<file path="src/rtl/divu_pkg.sv">
// Shared definitions for the sequential unsigned divider: state encoding, width defaults
// and the divide-by-zero quotient constant.
package divu_pkg;

   localparam int unsigned XLEN_DEFAULT  = 64;
   localparam int unsigned CNT_W_DEFAULT = 7;

   localparam logic [1:0] IDLE = 2'd0;
   localparam logic [1:0] BUSY = 2'd1;
   localparam logic [1:0] DONE = 2'd2;

   typedef enum logic [1:0] {
      StIdle = IDLE,
      StBusy = BUSY,
      StDone = DONE
   } state_e;

   localparam logic [XLEN_DEFAULT-1:0] DIV_ZERO_Q = '1;

endpackage

</file>
<file path="src/rtl/divu_step.sv">
// One restoring-division iteration: shift in the next dividend bit, compare against the
// divisor and subtract when the trial value is not smaller.
module divu_step #(
   parameter int unsigned XLEN = 64
) (
   input  logic [XLEN:0]   rem_i,
   input  logic            q_bit_i,
   input  logic [XLEN-1:0] divisor_i,
   output logic [XLEN:0]   rem_o,
   output logic            q_bit_o
);

   logic [XLEN:0] trial;
   logic [XLEN:0] diff;
   logic          lt;
   logic          unused_rem_msb;

   // The partial remainder is always below the divisor, so its top bit carries no information.
   assign unused_rem_msb = rem_i[XLEN];

   assign trial   = {rem_i[XLEN-1:0], q_bit_i};
   assign lt      = trial < {1'b0, divisor_i};
   assign diff    = trial - {1'b0, divisor_i};
   assign rem_o   = lt ? trial : diff;
   assign q_bit_o = ~lt;

endmodule

</file>
<file path="src/rtl/divu_sequential.sv">
// Multi-cycle unsigned divider, one quotient bit per clock, valid/ready on both sides.
// Define DIVU_ZERO_FAST_EN to resolve a zero divisor after one cycle instead of XLEN.
module divu_sequential
   import divu_pkg::*;
#(
   parameter int unsigned XLEN  = XLEN_DEFAULT,
   parameter int unsigned CNT_W = CNT_W_DEFAULT
) (
   input  logic            clk_i,
   input  logic            reset_i,
   input  logic            in_valid_i,
   output logic            in_ready_o,
   input  logic [XLEN-1:0] dividend_i,
   input  logic [XLEN-1:0] divisor_i,
   output logic            out_valid_o,
   input  logic            out_ready_i,
   output logic [XLEN-1:0] quotient_o,
   output logic [XLEN-1:0] remainder_o,
   output logic            div_by_zero_o
);

   state_e           state_q;
   logic [CNT_W-1:0] cnt_q;
   logic [XLEN-1:0]  q_q;
   logic [XLEN:0]    rem_q;
   logic [XLEN-1:0]  dvsr_q;
   logic             dbz_q;

   logic [XLEN:0]    step_rem;
   logic             step_bit;

   divu_step #(
      .XLEN (XLEN)
   ) u_step (
      .rem_i     (rem_q),
      .q_bit_i   (q_q[XLEN-1]),
      .divisor_i (dvsr_q),
      .rem_o     (step_rem),
      .q_bit_o   (step_bit)
   );

   always_ff @(posedge clk_i) begin
      if (reset_i) begin
         state_q <= StIdle;
         cnt_q   <= '0;
         q_q     <= '0;
         rem_q   <= '0;
         dvsr_q  <= '0;
         dbz_q   <= 1'b0;
      end else begin
         unique case (state_q)
            StIdle: begin
               if (in_valid_i) begin
                  dvsr_q  <= divisor_i;
                  q_q     <= dividend_i;
                  rem_q   <= '0;
                  cnt_q   <= '0;
                  dbz_q   <= (divisor_i == '0);
                  state_q <= StBusy;
               end
            end
            StBusy: begin
`ifdef DIVU_ZERO_FAST_EN
               // q_q still holds the untouched dividend on the first busy cycle.
               if (dbz_q) begin
                  q_q     <= XLEN'(DIV_ZERO_Q);
                  rem_q   <= {1'b0, q_q};
                  state_q <= StDone;
               end else begin
                  rem_q <= step_rem;
                  q_q   <= {q_q[XLEN-2:0], step_bit};
                  cnt_q <= cnt_q + CNT_W'(1);
                  if (cnt_q == CNT_W'(XLEN - 1)) state_q <= StDone;
               end
`else
               rem_q <= step_rem;
               q_q   <= {q_q[XLEN-2:0], step_bit};
               cnt_q <= cnt_q + CNT_W'(1);
               if (cnt_q == CNT_W'(XLEN - 1)) state_q <= StDone;
`endif
            end
            StDone: begin
               if (out_ready_i) state_q <= StIdle;
            end
            default: state_q <= StIdle;
         endcase
      end
   end

   assign in_ready_o    = (state_q == StIdle);
   assign out_valid_o   = (state_q == StDone);
   assign quotient_o    = q_q;
   assign remainder_o   = rem_q[XLEN-1:0];
   assign div_by_zero_o = dbz_q & out_valid_o;

endmodule

</file>
<file path="config.mk">
export PLATFORM = sky130hd
export DESIGN_NAME = divu_sequential
export DESIGN_NICKNAME = d
export VERILOG_FILES = /design/src/rtl/divu_pkg.sv /design/src/rtl/divu_step.sv /design/src/rtl/divu_sequential.sv
export SDC_FILE = /design/constraint.sdc
export NUM_CORES = 1
export LEC_CHECK = 0
export ABC_AREA = 1
export CAP_MARGIN = 20
export CORE_ASPECT_RATIO = 1.2
export CORE_UTILIZATION = 30
export CTS_CLUSTER_DIAMETER = 150
export DETAILED_ROUTE_END_ITERATION = 10
export SLEW_MARGIN = 20
export SYNTH_ARGS = -nofsm -noshare
export SYNTH_HDL_FRONTEND = slang
export SYNTH_SLANG_ARGS = --single-unit
</file>
<file path="constraint.sdc">
create_clock -name clk_i -period 2.3 [get_ports clk_i]
set_clock_uncertainty 0.1 [all_clocks]
set_input_delay 0.23 -clock clk_i [delete_from_list [all_inputs] [get_ports clk_i]]
set_output_delay 0.23 -clock clk_i [all_outputs]
set_load 0.05 [all_outputs]
</file>
==> flow_summary.ini <==
[run_status]
status = complete, but fails checks
violations = negative setup slack

[place]
place_congestion = 0.960
dp_hpwl_um = 46700
portBuffers = 262
post-place-ws_ns = -0.431
place_inst = 3695
placed_area_um2 = 21100

[floorplan]
die_y_um = 244
core_region_area_um2 = 48200
rows = 88
die_w_um = 204
die_area_um2 = 49800
ios = 263
start_util_pct = 30.4

[cells_and_area]
final_common_cell = nand2_1
layout_common_cells = nand2_1 (774), buf_4 (450), inv_1 (363)
layout.nets = 3336
final_area_um2 = 24200
n_antenna_cell = 0
drive_above_1_share_pct = 32.9
area_growth_syn_to_layout_pct = 65.0
fin_cells = 3784
post-route-util_pct = 50.2

[route]
route.detailed.drc = 0
final_antenna_net_count = 0
vias_per_cell = 4.69
post_drt_wl_per_cell_um = 16.2
drt_iter0_drc = 782
num_vias = 17700
wl_um = 61300
dr.pass1.iters = 5

[min_path]
hp-start = reset_i
min_to = dvsr_q[57]$_SDFFE_PP0P_
whs_path_depth = 4
hold_class = in2reg

[sta]
finalHoldViolCount = 0
fin_crit_ns = 2.41
fmax_mhz = 415
slew-limit-headroom_pct = 61.2
max_slew.worst_pin.slew_ns = 0.582
rsz0062_at_grt = true
setup_viol = 64
drv_slew = 0
fin_tns_setup_ns = -3.86
fin_crit_sh_pct = 105
finalWorstSetupSlack_ns = -0.111

[setup_path]
cp-end-kind = flop
reg2reg_from = dvsr_q[58]$_SDFFE_PP0P_
crit_type = reg2reg
critPathTopFamily = simple AND/OR/NAND/NOR gates
r2r_slack_ns = -0.11
crit_fanout = 7
startpoint_type = flop
reg2reg_to = rem_q[24]$_SDFFE_PP0P_
crit_chain = inv_2, ha_4, nand2_2, inv_2, nand3_4, nor4_4, nand2_2, nor2_4, nor2_8, buf_12, clkbuf_16, nand3b_1, nand3_2, a21oi_2
crit_slowest_cell = dfxtp_2
required_ns = 2.67
r2r_cells = 14
cp_slowest_stage_delay_ns = 0.32
crit_buf_inv = 4
arrival_ns = 2.78

[clock_tree]
clkSlewWorstSetupHoldPaths_ns = 0.06
clockRootBuffer = clkbuf_16
holdBufCountCts = 0
clock_path_buffers = 3
cts_num_sinks = 202
cts_tree = yes
cts_made_buffers = 24
htreeDepth = 1
clk-insertion-delay-late_ns = 0.55

[run]
cap_violations = 0

[logic_synthesis]
synthAdderAreaFrac_pct = 5.68
synth_top_family_by_area = simple AND/OR/NAND/NOR gates
synthSimpleGateAreaFrac_pct = 36.7
synth_flop_cell = dfxtp_1
synthCells = 2461
synth_edf_count = 0
avgSynthCellArea_um2 = 5.97
synthTopCellsByArea = dfxtp_1 (28%), nand2_1 (23%), inv_1 (11%)
synth_mux_area_share_pct = 0
yosys_warnings = 0
synth_top_area_cell = dfxtp_1
synthXorXnorAreaFrac_pct = 1.79
synth.distinct_cells = 43
syn-num-nets = 2659
yosysTopAreaCellShare_pct = 27.5
synth-seq-area-share_pct = 27.5
synth-seq-cells = 202
synthArstFlopShare_pct = 0
synth_compound_area_share_pct = 13.5
syn_area_um2 = 14700

[pwr]
leakage_uw = 0.0114
ir_drop_uv = 551
pwr_density_cell_nw_per_um2 = 862

[grt]
grt-ovfl-total = 0
track_usage_pct = 23.3
grt_start_max_net_pins = 108
antenna_found_initial = 0
grt_pass1_wl_um = 91700
grt_pass1_vias = 17400
logic make-up after synthesis:
logic type	Yosys count
AO/OA/AOI/OAI	347
adder cells (fa/ha/maj)	66
XOR/XNOR	30
AND/OR/NAND/NOR	1268
flip-flops	202
buffers and inverters	548
final cells by class:
cell class / count / area, um^2
clock buffers: 36 / 676
clock inverters: 6 / 97.6
fillers: 4926 / 24000
inverters: 459 / 1720
multi-input cells: 1712 / 10300
flip-flops and latches: 202 / 4140
well taps: 630 / 788
repair buffers: 739 / 6540
cell usage after synthesis, types with 8 or more instances:
| cell | instances |
|---|---|
| a31oi_1 | 33 |
| xnor2_1 | 30 |
| dfxtp_1 | 202 |
| nand3_1 | 115 |
| nand4_1 | 19 |
| nor4_1 | 20 |
| ha_1 | 65 |
| nor2_1 | 117 |
| nor3_1 | 10 |
| o21ai_0 | 71 |
| inv_2 | 38 |
| o221ai_1 | 30 |
| nand2_1 | 899 |
| nor2_2 | 8 |
| nand3b_1 | 52 |
| nand2_2 | 11 |
| clkbuf_1 | 60 |
| a21oi_2 | 17 |
| buf_2 | 13 |
| a21oi_1 | 186 |
| inv_1 | 419 |
how the worst max path moves through the flow:
stage                                startpoint                     end  slack (ns)  cells past startpoint
detailed placement  quotient_o[63]$_SDFFE_PP0P_  rem_q[54]$_SDFFE_PP0P_       -0.43                     16
finish                  dvsr_q[58]$_SDFFE_PP0P_  rem_q[24]$_SDFFE_PP0P_       -0.11                     14
global placement    quotient_o[63]$_SDFFE_PP0P_  rem_q[54]$_SDFFE_PP0P_       -0.42                     16
floorplan                rem_q[55]$_SDFFE_PP0P_  rem_q[20]$_SDFFE_PP0P_       0.002                     14
CTS                     dvsr_q[58]$_SDFFE_PP0P_  rem_q[12]$_SDFFE_PP0P_       -0.12                     14
global route             dvsr_q[8]$_SDFFE_PP0P_  rem_q[62]$_SDFFE_PP0P_       -0.22                     19
sequential cells by signal, indices dropped and copies added (netlist names):
| name | cells |
|---|---|
| dbz_q | 1 |
| quotient_o | 64 |
| dvsr_q | 64 |
| rem_q | 64 |
| cnt_q | 7 |
| state_q | 2 |
power breakdown:
part / switching, uW / internal, uW / total, uW
Clock: 1580 / 2250 / 3830
Sequential: 268 / 3890 / 4160
Combinational: 7330 / 5550 / 12900
Total: 9180 / 11700 / 20900
worst reg2reg max path, delay by kind of cell, from the launching register on:
family,cells,cell delay (ns)
buffers and inverters,4,0.47
AND/OR/NAND/NOR,8,1.02
adder cells (fa/ha/maj),1,0.27
flip-flops,1,0.32
AO/OA/AOI/OAI,1,0.16
layer usage:
metal / GRT usage, % / vias up / share of wire, %
li1: - / 9054 / -
met1: 27.4 / 8134 / 42
met2: 41.9 / 428 / 49
met3: 3.60 / 113 / 4.9
met4: 8.76 / 0 / 4.1
met5: 0 / - / 0
what timing repair did:
| item | in CTS | in global routing |
|---|---|---|
| setup endpoints to repair | 69 | 65 |
| cloned | 2 | 8 |
| gates resized for setup | 189 | 265 |
| pin swaps | 32 | 69 |
| buffers inserted | 24 | 14 |
per-stage QoR:
stage | power, uW | hold WS, ns
2_1_floorplan | 10000 | 0.285
3_3_place_gp | 14700 | 0.349
3_5_place_dp | 14800 | 0.355
4_1_cts | 19600 | 0.127
5_1_grt | 22200 | 0.161
6_report | 20900 | 0.142
Note: power is estimated with default switching activity, not from simulation.
